==> src/rtl/cdc_pkg.sv <==
// Shared encodings for the CDC transmit arbiter: FSM states and requester indices.
package cdc_pkg;

  typedef enum logic [1:0] {
    ST_IDLE    = 2'd0,
    ST_WAIT_HI = 2'd1,
    ST_WAIT_LO = 2'd2
  } state_t;

  localparam logic REQ0 = 1'b0;
  localparam logic REQ1 = 1'b1;

endpackage

==> src/rtl/bit_sync.sv <==
// Multi-flop level synchronizer; every bit passes through NUM_STAGES flops.
module bit_sync #(
  parameter int NUM_STAGES = 2,
  parameter int BUS_WIDTH  = 1
) (
  input  logic                 i_clk,
  input  logic                 i_rst_n,
  input  logic [BUS_WIDTH-1:0] i_d,
  output logic [BUS_WIDTH-1:0] o_q
);

  logic [NUM_STAGES-1:0][BUS_WIDTH-1:0] r_sync;

  always_ff @(posedge i_clk or negedge i_rst_n) begin
    if (!i_rst_n) r_sync <= '0;
    else          r_sync <= {r_sync[NUM_STAGES-2:0], i_d};
  end

  assign o_q = r_sync[NUM_STAGES-1];

endmodule

==> src/rtl/cdc_tx_arbiter.sv <==
// Round-robin source-side controller sharing one CDC data channel between two
// requesters; 4-phase handshake on a level enable with optional ack timeout.
module cdc_tx_arbiter
  import cdc_pkg::*;
#(
  parameter int BUS_WIDTH  = 8,
  parameter int ACK_STAGES = 2,
  parameter int TIMEOUT    = 255
) (
  input  logic                 CLK,
  input  logic                 RST,
  input  logic                 req0,
  input  logic [BUS_WIDTH-1:0] data0,
  input  logic                 req1,
  input  logic [BUS_WIDTH-1:0] data1,
  input  logic                 tx_ack_async,
  output logic                 gnt0,
  output logic                 gnt1,
  output logic                 done0,
  output logic                 done1,
  output logic [BUS_WIDTH-1:0] tx_bus,
  output logic                 tx_valid,
  output logic                 timeout_err,
  output logic                 busy
);

  localparam int             CW      = (TIMEOUT < 1) ? 1 : $clog2(TIMEOUT + 1);
  localparam logic [CW-1:0]  TO_LAST = CW'((TIMEOUT < 1) ? 0 : TIMEOUT - 1);

  state_t                r_state, w_state;
  logic [BUS_WIDTH-1:0]  r_bus, w_bus;
  logic                  r_valid, w_valid;
  logic [1:0]            r_gnt, w_gnt;
  logic [1:0]            r_done, w_done;
  logic                  r_to, w_to;
  logic                  r_last, w_last;
  logic [CW-1:0]         r_cnt, w_cnt;
  logic                  w_ack;
  logic                  w_sel;

  bit_sync #(.NUM_STAGES(ACK_STAGES), .BUS_WIDTH(1)) u_ack_sync (
    .i_clk   (CLK),
    .i_rst_n (RST),
    .i_d     (tx_ack_async),
    .o_q     (w_ack)
  );

  // Lone requester wins outright; on contention the one not served last wins.
  assign w_sel = (req0 & req1) ? ~r_last : (req1 ? REQ1 : REQ0);

  always_comb begin
    w_state = r_state;
    w_bus   = r_bus;
    w_valid = r_valid;
    w_gnt   = '0;
    w_done  = '0;
    w_to    = 1'b0;
    w_last  = r_last;
    w_cnt   = r_cnt;
    case (r_state)
      ST_IDLE: begin
        if (!w_ack && (req0 | req1)) begin
          w_bus        = (w_sel == REQ1) ? data1 : data0;
          w_valid      = 1'b1;
          w_gnt[w_sel] = 1'b1;
          w_last       = w_sel;
          w_cnt        = '0;
          w_state      = ST_WAIT_HI;
        end
      end
      ST_WAIT_HI: begin
        // Ack is checked first so it wins a same-cycle collision with timeout.
        if (w_ack) begin
          w_valid         = 1'b0;
          w_done[r_last]  = 1'b1;
          w_state         = ST_WAIT_LO;
        end else if ((TIMEOUT != 0) && (r_cnt == TO_LAST)) begin
          w_valid = 1'b0;
          w_to    = 1'b1;
          w_state = ST_WAIT_LO;
        end else if (r_cnt != {CW{1'b1}}) begin
          w_cnt = r_cnt + 1'b1;
        end
      end
      ST_WAIT_LO: begin
        if (!w_ack) w_state = ST_IDLE;
      end
      default: w_state = ST_IDLE;
    endcase
  end

  always_ff @(posedge CLK or negedge RST) begin
    if (!RST) begin
      r_state <= ST_IDLE;
      r_bus   <= '0;
      r_valid <= 1'b0;
      r_gnt   <= '0;
      r_done  <= '0;
      r_to    <= 1'b0;
      r_last  <= REQ1;
      r_cnt   <= '0;
    end else begin
      r_state <= w_state;
      r_bus   <= w_bus;
      r_valid <= w_valid;
      r_gnt   <= w_gnt;
      r_done  <= w_done;
      r_to    <= w_to;
      r_last  <= w_last;
      r_cnt   <= w_cnt;
    end
  end

  assign gnt0        = r_gnt[REQ0];
  assign gnt1        = r_gnt[REQ1];
  assign done0       = r_done[REQ0];
  assign done1       = r_done[REQ1];
  assign tx_bus      = r_bus;
  assign tx_valid    = r_valid;
  assign timeout_err = r_to;
  assign busy        = (r_state != ST_IDLE);

endmodule
==> config.mk <==
export PLATFORM = sky130hd
export DESIGN_NAME = cdc_tx_arbiter
export DESIGN_NICKNAME = d
export VERILOG_FILES = /design/src/rtl/cdc_pkg.sv /design/src/rtl/bit_sync.sv /design/src/rtl/cdc_tx_arbiter.sv
export SDC_FILE = /design/constraint.sdc
export NUM_CORES = 1
export LEC_CHECK = 0
export CAP_MARGIN = 20
export CORE_UTILIZATION = 46
export CTS_CLUSTER_DIAMETER = 100
export CTS_CLUSTER_SIZE = 12
export DETAILED_ROUTE_END_ITERATION = 10
export GPL_ROUTABILITY_DRIVEN = 0
export PLACE_DENSITY = 0.78
export REMOVE_ABC_BUFFERS = 1
export SLEW_MARGIN = 20
export SYNTH_ARGS = -nofsm -noshare
export SYNTH_HDL_FRONTEND = slang
export SYNTH_SLANG_ARGS = --single-unit
==> constraint.sdc <==
create_clock -name CLK -period 2.74 [get_ports CLK]
set_clock_uncertainty 0.15 [all_clocks]
set_input_delay 0.548 -clock CLK [delete_from_list [all_inputs] [get_ports CLK]]
set_output_delay 0.548 -clock CLK [all_outputs]
set_load 0.01 [all_outputs]
==> results of run 1 <==
==> cells by family (layout without fill, tap and decap cells) <==
group,Yosys count,after routing,synth area share (%)
flip-flops,27,27,54.7
XOR/XNOR,2,2,1.42
AO/OA/AOI/OAI,22,22,12.2
adder cells (fa/ha/maj),2,2,2.02
multiplexers,11,11,9.30
buffers and inverters,11,50,3.54
AND/OR/NAND/NOR,42,42,16.8
==> synthesized netlist by cell type, types with 2 or more instances <==
cell type  instances
nor2_1             6
inv_1              7
nor2b_1            2
o21ai_0            7
clkbuf_1           2
o221ai_1           2
nor3_1             3
nand4_1            3
o21ai_1            4
ha_1               2
xnor2_1            2
a21boi_0           2
mux2i_1           10
o22ai_1            2
buf_2              2
dfrtp_1           26
or3_1              2
nand2_1           18
==> worst register-to-register path: stages (launching register included) <==
cell and delay [ns]:
dfrtp_1 0.48, nand4_1 0.22, o31ai_1 0.73, or3_1 0.21
o221ai_1 0.10
==> sequential cells by signal, indices dropped and copies added (netlist names) <==
signal / flops
r_cnt: 8
r_done: 2
r_gnt: 2
r_last: 1
r_state: 2
timeout_err: 1
tx_bus: 8
tx_valid: 1
u_ack_sync.o_q: 1
u_ack_sync.r_sync: 1
==> metrics by stage <==
| step | instances | setup WS [ns] |
|---|---|---|
| 2_1_floorplan | 113 | 0.511 |
| 3_3_place_gp | 182 | 0.437 |
| 3_5_place_dp | 182 | 0.416 |
| 4_1_cts | 186 | 0.526 |
| 5_1_grt | 186 | 0.479 |
| 6_report | 186 | 0.543 |
==> where the power goes <==
| part | internal [mW] | switching (mW) | total [mW] |
|---|---|---|---|
| Clock | 0.0569 | 0.110 | 0.167 |
| Sequential | 0.511 | 0.0783 | 0.590 |
| Combinational | 0.295 | 0.236 | 0.531 |
==> metal layers <==
| metal | vias to the layer above | wire [um] | share of wire [%] | global-route usage [%] |
|---|---|---|---|---|
| met5 | - | 0 | 0 | 0 |
| met3 | 2 | 63 | 2.4 | 3.39 |
| met2 | 17 | 1390 | 54 | 36.8 |
| met1 | 488 | 1110 | 43 | 25.2 |
| li1 | 485 | - | - | - |
| met4 | 0 | 19 | 0.74 | 6.58 |
==> how the worst min path moves through the flow <==
stage	start	end	cells after the start
floorplan	RST	r_cnt[0]	0
global placement	u_ack_sync.r_sync[0]	u_ack_sync.o_q	0
detailed placement	u_ack_sync.r_sync[0]	u_ack_sync.o_q	0
CTS	u_ack_sync.r_sync[0]	u_ack_sync.o_q	0
global route	u_ack_sync.r_sync[0]	u_ack_sync.o_q	0
finish	u_ack_sync.r_sync[0]	u_ack_sync.o_q	0
==> area by class of cell <==
| type | count | area [um^2] |
|---|---|---|
| well taps | 30 | 37.5 |
| clock buffers | 4 | 26.3 |
| inverters | 7 | 26.3 |
| repair buffers | 39 | 380 |
| flip-flops and latches | 27 | 677 |
| multi-input cells | 79 | 517 |
| fillers | 204 | 836 |
==> flow_summary.ini, run 1 <==
[cts]
cts_sinks = 27
insertion_delay_ns = 0.31
cts_tree = yes
cts-htree-levels = 1
cts_buffers = 3
clockRootBuffer = clkbuf_4
ctsHoldBuffers = 0
post-cts-setup-buffers = 0
cts-resized-gates = 0
clk_pin_slew_ns = 0.14
cts_buffer_depth = 2

[cells_and_area]
antenna_cells = 0
nets = 180
design_area_um2 = 1660
layout_common_cells = clkdlybuf4s50_1, dfrtp_1, nand2_1, mux2i_1
drive_above_1_share_pct = 7.05
synthToLayoutAreaGrowth_pct = 34.5
mostFrequentLayoutCell = clkdlybuf4s50_1
finish.utilization_pct = 66.6

[sta]
final-hold-violation-count = 0
min_period_ns = 2.20
tns_ns = 0
fmax_mhz = 455
relSlewSlack_pct = 48.1
min_period_over_period_pct = 80.2
setup_viol = 0
drv_slew = 0
worst_slew_pin_slew_ns = 0.773
rsz0062_at_grt = false
whs_ns = 0.233

[global_route]
grt_overflow = 0
grt_antenna_before_repair = 0
grt.total_usage_pct = 20.7
grt_pass1_vias = 959
grt_pass1_wl_um = 4260
grt_start_max_net_pins = 28

[critical_path]
critPathBufInv = 1
rr_startpoint = r_cnt[3]
worst-setup-path-type = reg2out
cp_num_cells = 2
critPathLaunchType = flop
max_stage_delay_ns = 0.47
r2r_slack_ns = 0.72
startpoint = r_state[0]
crit_fanout = 5
setup.worst_path.end = busy
slowest_stage = clkdlybuf4s50_1
r2r_end = r_cnt[3]
cp-end-kind = output port
r2r_cells = 4
critPathTopFamily = buffers and inverters
critPathRequiredTime_ns = 2.04
crit_arrival_ns = 1.50
crit_chain = or2_4, clkdlybuf4s50_1

[detailed_routing]
via_count = 992
drc = 0
routed_wl_um = 2580
dr.pass1.iters = 4
drt_iter0_markers = 14
wire_per_inst_um = 13.9
antenna_left = 0
viasPerCell = 5.33

[logic_synthesis]
synth_top_area_share_pct = 52.6
netlist_instances = 117
synth_flop_cell = dfrtp_1
synth.area.top_cells = dfrtp_1, mux2i_1, nand2_1, o21ai_0, dfstp_2
yosys.cell_types.count = 33
syn_area_um2 = 1240
yosys.area.top_type = dfrtp_1
synth-seq-area-share_pct = 54.7
synth_edf_count = 0
syn_avg_cell_area_um2 = 10.6
yosysWarnings = 0
synth-seq-cells = 27
async_flop_share_pct = 100

[floorplanning]
io_pins = 36
die_y_um = 53.9
start_util_pct = 49.5
coreArea_um2 = 2500
die_w_um = 53.9
dieArea_um2 = 2900
rows = 18

[pwr]
power.density_nw_per_um2 = 774
power.total_mw = 1.29
p_leak_nw = 0.759
ir_worst_vdd_uv = 508

[placement]
place_area_um2 = 1640
port-buffer-count = 35
dp_hpwl_um = 1970

[outcome]
status = complete, no violations

[flow_run]
drv_cap = 0

[worst_hold_path]
min_path_type = reg2reg
No activity file was read; power rests on OpenSTA's default activity.
==> run 2, diff against run 1 <==
==> constraint.sdc (replaced) <==
create_clock -name CLK -period 2.3 [get_ports CLK]
set_clock_uncertainty 0.15 [all_clocks]
set_input_delay 0.46 -clock CLK [delete_from_list [all_inputs] [get_ports CLK]]
set_output_delay 0.46 -clock CLK [all_outputs]
set_load 0.01 [all_outputs]
==> flow_summary.ini, run 2 (synthesis gave the netlist of run 1 again) <==
[outcome]
status = complete, no violations

[critical_path]
critPathRequiredTime_ns = 1.69
rr_startpoint = r_cnt[0]
r2r_cells = 6
r2r_end = r_cnt[3]
crit_arrival_ns = 1.50
slowest_stage = clkdlybuf4s50_1
critPathLaunchType = flop
worst-setup-path-type = reg2out
max_stage_delay_ns = 0.48
crit_fanout = 5
r2r_slack_ns = 0.36
cp-end-kind = output port
crit_chain = or2_4, clkdlybuf4s50_1

[floorplanning]
rows = 18
die_w_um = 53.9
dieArea_um2 = 2900
die_y_um = 53.9
io_pins = 36
start_util_pct = 49.5
coreArea_um2 = 2500

[sta]
drv_slew = 0
min_period_ns = 2.11
worst_slew_pin_slew_ns = 0.666
rsz0062_at_grt = false
tns_ns = 0
final-hold-violation-count = 0
min_period_over_period_pct = 91.9
fmax_mhz = 473
relSlewSlack_pct = 55.2
setup_viol = 0

[cts]
cts_sinks = 27
cts_buffer_depth = 2
ctsHoldBuffers = 0
post-cts-setup-buffers = 0
clk_pin_slew_ns = 0.14
cts_tree = yes
clockRootBuffer = clkbuf_4
cts_buffers = 3
cts-resized-gates = 0
cts-htree-levels = 1
insertion_delay_ns = 0.31

[detailed_routing]
via_count = 982
antenna_left = 0
drt_iter0_markers = 15
wire_per_inst_um = 12.6
drc = 0
dr.pass1.iters = 4
viasPerCell = 5.25
routed_wl_um = 2370

[worst_hold_path]
hold_path_end = u_ack_sync.o_q
min_path_type = reg2reg
whs_path_depth = 0
min_from = u_ack_sync.r_sync[0]

[cells_and_area]
finish.utilization_pct = 66.9
multiInputGateArea_um2 = 517
drive_above_1_share_pct = 7.64
antenna_cells = 0
mostFrequentLayoutCell = clkdlybuf4s50_1
seq_area_um2 = 677
design_area_um2 = 1670
fin_cells = 187
layout_common_cells = clkdlybuf4s50_1, dfrtp_1, nand2_1, mux2i_1
nets = 181
synthToLayoutAreaGrowth_pct = 35.1
nFillCells = 193

[placement]
dp_hpwl_um = 1790
place_inst = 183
port-buffer-count = 35
place_area_um2 = 1650

[global_route]
met3_usage_pct = 3.39
use_met1_pct = 25.0
top_usage_layer = met2
grt.total_usage_pct = 18.9
grt_antenna_before_repair = 0
grt_pass1_wl_um = 3910
grt_pass1_vias = 909
grt.met2_usage_pct = 30.9
grt_start_max_net_pins = 28
grt_overflow = 0

[pwr]
power.density_nw_per_um2 = 920
ir_worst_vdd_uv = 583
p_leak_nw = 0.764

[flow_run]
drv_cap = 0
run 2: cell count changes in the layout (fill, tap and decap cells not counted):
| cell | change |
|---|---|
| buf_4 | +1 |
run 2: through the flow:
stage	hold slack [ns]	setup WS [ns]	power, mW
2_1_floorplan	0.0144	0.159	1.01
3_3_place_gp	0.183	0.167	1.33
3_5_place_dp	0.195	0.121	1.35
4_1_cts	0.228	0.171	1.56
5_1_grt	0.236	0.110	1.65
6_report	0.224	0.186	1.54
run 2: metal layers:
| layer | part of all wire (%) | routed length (um) |
|---|---|---|
| met1 | 46 | 1080 |
| met2 | 50 | 1190 |
| met3 | 2.9 | 69 |
| met4 | 1.0 | 24 |
| met5 | 0 | 0 |
run 2: cell type report:
cell class / count / area share, %
well taps: 30 / 2.25
clock buffers: 4 / 1.57
repair buffers: 40 / 23.2
flip-flops and latches: 27 / 40.5
inverters: 7 / 1.57
multi-input cells: 79 / 30.9
run 2: how the worst max path moves through the flow:
stage | start | end | slack (ns) | cells past startpoint
global route | r_state[0] | busy | 0.11 | 2
floorplan | req1 | r_last | 0.16 | 3
global placement | req0 | r_cnt[1] | 0.17 | 5
detailed placement | req0 | r_cnt[6] | 0.12 | 6
finish | r_state[0] | busy | 0.19 | 2
CTS | r_state[0] | busy | 0.17 | 2
run 2: worst max-delay path, delay by kind of cell (launching register included):
kind,cells,cell delay (ns)
simple gates,1,0.27
flops,1,0.44
buf+inv,1,0.48
run 2: power by group:
part | internal [mW] | switching [mW]
clock | 0.0678 | 0.130
sequential | 0.609 | 0.0918
combinational | 0.360 | 0.279
total | 1.04 | 0.501
==> run 3, diff against run 2 <==
--- a/config.mk
+++ b/config.mk
@@ -5,13 +5,14 @@
 export SDC_FILE = /design/constraint.sdc
 export NUM_CORES = 1
 export LEC_CHECK = 0
-export CAP_MARGIN = 20
+export CAP_MARGIN = 10
 export CORE_UTILIZATION = 46
 export CTS_CLUSTER_DIAMETER = 100
 export CTS_CLUSTER_SIZE = 12
 export DETAILED_ROUTE_END_ITERATION = 10
 export GPL_ROUTABILITY_DRIVEN = 0
 export PLACE_DENSITY = 0.78
+export RECOVER_POWER = 100
 export REMOVE_ABC_BUFFERS = 1
 export SLEW_MARGIN = 20
 export SYNTH_ARGS = -nofsm -noshare
==> flow_summary.ini, run 3 (synthesis gave the netlist of run 1 again) <==
[outcome]
status = complete, no violations

[sta]
relSlewSlack_pct = 6.56
fmax_mhz = 466
min_period_over_period_pct = 93.4
worst_slew_pin_slew_ns = 1.40
drv_slew = 0
setup_viol = 0
final_critical_path_setup_slack_ns = 0.152
min_period_ns = 2.15
final-hold-violation-count = 0
tns_ns = 0
rsz0062_at_grt = false

[cts]
clockRootBuffer = clkbuf_4
cts_tree = yes
cts_buffer_depth = 2
ctsHoldBuffers = 0
clk_pin_slew_ns = 0.14
cts_sinks = 27
post-cts-setup-buffers = 0
cts-resized-gates = 0
cts-htree-levels = 1
cts_buffers = 3
insertion_delay_ns = 0.31

[pwr]
power.density_nw_per_um2 = 885
p_sw_mw = 0.484
power_frac_comb_pct = 38.5
p_int_mw = 0.968
p_leak_nw = 0.730
clkPwrFrac_pct = 13.7
ir_worst_vdd_uv = 556
p_seq_share_pct = 47.8
switching_share_pct = 33.3

[detailed_routing]
dr.pass1.iters = 4
drc = 0
via_count = 983
routed_wl_um = 2370
drt_iter0_markers = 19
wire_per_inst_um = 12.7
viasPerCell = 5.26
antenna_left = 0

[critical_path]
critPathLaunchType = flop
slowest_stage = clkdlybuf4s50_1
startpoint = r_state[0]
rr_startpoint = r_state[0]
critPathTopFamily = buffers and inverters
crit_fanout = 5
r2r_slack_ns = 0.22
max_stage_delay_ns = 0.50
crit_arrival_ns = 1.54
cp-end-kind = output port
setup.worst_path.end = busy
worst-setup-path-type = reg2out
crit_chain = or2_0, clkdlybuf4s50_1
r2r_end = r_cnt[6]
cp_num_cells = 2
critPathBufInv = 1
critPathRequiredTime_ns = 1.69
r2r_cells = 5

[cells_and_area]
mostFrequentLayoutCell = dfrtp_1
layout_common_cells = dfrtp_1, clkdlybuf4s50_1, nand2_1, dlygate4sd3_1
antenna_cells = 0
finish.utilization_pct = 65.7
nets = 181
synthToLayoutAreaGrowth_pct = 32.7
drive_above_1_share_pct = 4.46
design_area_um2 = 1640
nFillCells = 202

[floorplanning]
die_w_um = 53.9
rows = 18
start_util_pct = 49.5
io_pins = 36
dieArea_um2 = 2900
coreArea_um2 = 2500
die_y_um = 53.9

[placement]
dp_hpwl_um = 1790
port-buffer-count = 35
place_area_um2 = 1650
pre_cts_ws_ns = 0.121

[flow_run]
drv_cap = 0

[global_route]
grt_pass1_vias = 909
grt_overflow = 0
grt_antenna_before_repair = 0
grt.total_usage_pct = 18.9
grt_pass1_wl_um = 3910
grt_start_max_net_pins = 28

[worst_hold_path]
whs_path_depth = 0
min_path_type = reg2reg
[run 3: cell types whose count changed in the layout (fill, tap and decap cells not counted), moves of 3 or more]
cell	change
buf_4	-4
o21ai_1	-3
clkdlybuf4s50_1	-15
dlygate4sd3_1	+15
clkbuf_1	+3
o21ai_0	+3
[run 3: layer usage]
metal / wire (um) / up-vias / global-route usage (%)
met3: 75 / 4 / 3.39
met5: 0 / - / 0
li1: - / 491 / -
met4: 24 / 0 / 6.58
met1: 1080 / 469 / 25.0
met2: 1190 / 19 / 30.9
[run 3: how the worst min path moves through the flow]
| stage | endpoint | startpoint |
|---|---|---|
| 6_report | u_ack_sync.o_q | u_ack_sync.r_sync[0] |
| 2_1_floorplan | r_cnt[0] | RST |
| 3_5_place_dp | u_ack_sync.o_q | u_ack_sync.r_sync[0] |
| 5_1_grt | u_ack_sync.o_q | u_ack_sync.r_sync[0] |
| 4_1_cts | u_ack_sync.o_q | u_ack_sync.r_sync[0] |
| 3_3_place_gp | u_ack_sync.o_q | u_ack_sync.r_sync[0] |
[run 3: area by class of cell]
type                            instances  area (um^2)  area share [%]
Tap cell                               30         37.5            2.29
Timing Repair Buffer                   40          374            22.8
Multi-Input combinational cell         79          500            30.5
Sequential cell                        27          677            41.2
Inverter                                7         26.3            1.60
Clock buffer                            4         26.3            1.60
[run 3: per-stage QoR]
| stage | instances | total power [mW] | hold WS (ns) |
|---|---|---|---|
| global placement | 183 | 1.33 | 0.183 |
| detailed placement | 183 | 1.35 | 0.195 |
| CTS | 187 | 1.56 | 0.228 |
| finish | 187 | 1.45 | 0.224 |
| floorplan | 113 | 1.01 | 0.0144 |
| global route | 187 | 1.57 | 0.236 |
[run 3: power groups by stage]
stage	logic, mW	clock network (mW)	registers, mW
6_report	0.560	0.198	0.694
5_1_grt	0.623	0.230	0.713
4_1_cts	0.648	0.209	0.701
3_5_place_dp	0.645	0	0.709
3_3_place_gp	0.626	0	0.706
2_1_floorplan	0.275	0	0.738
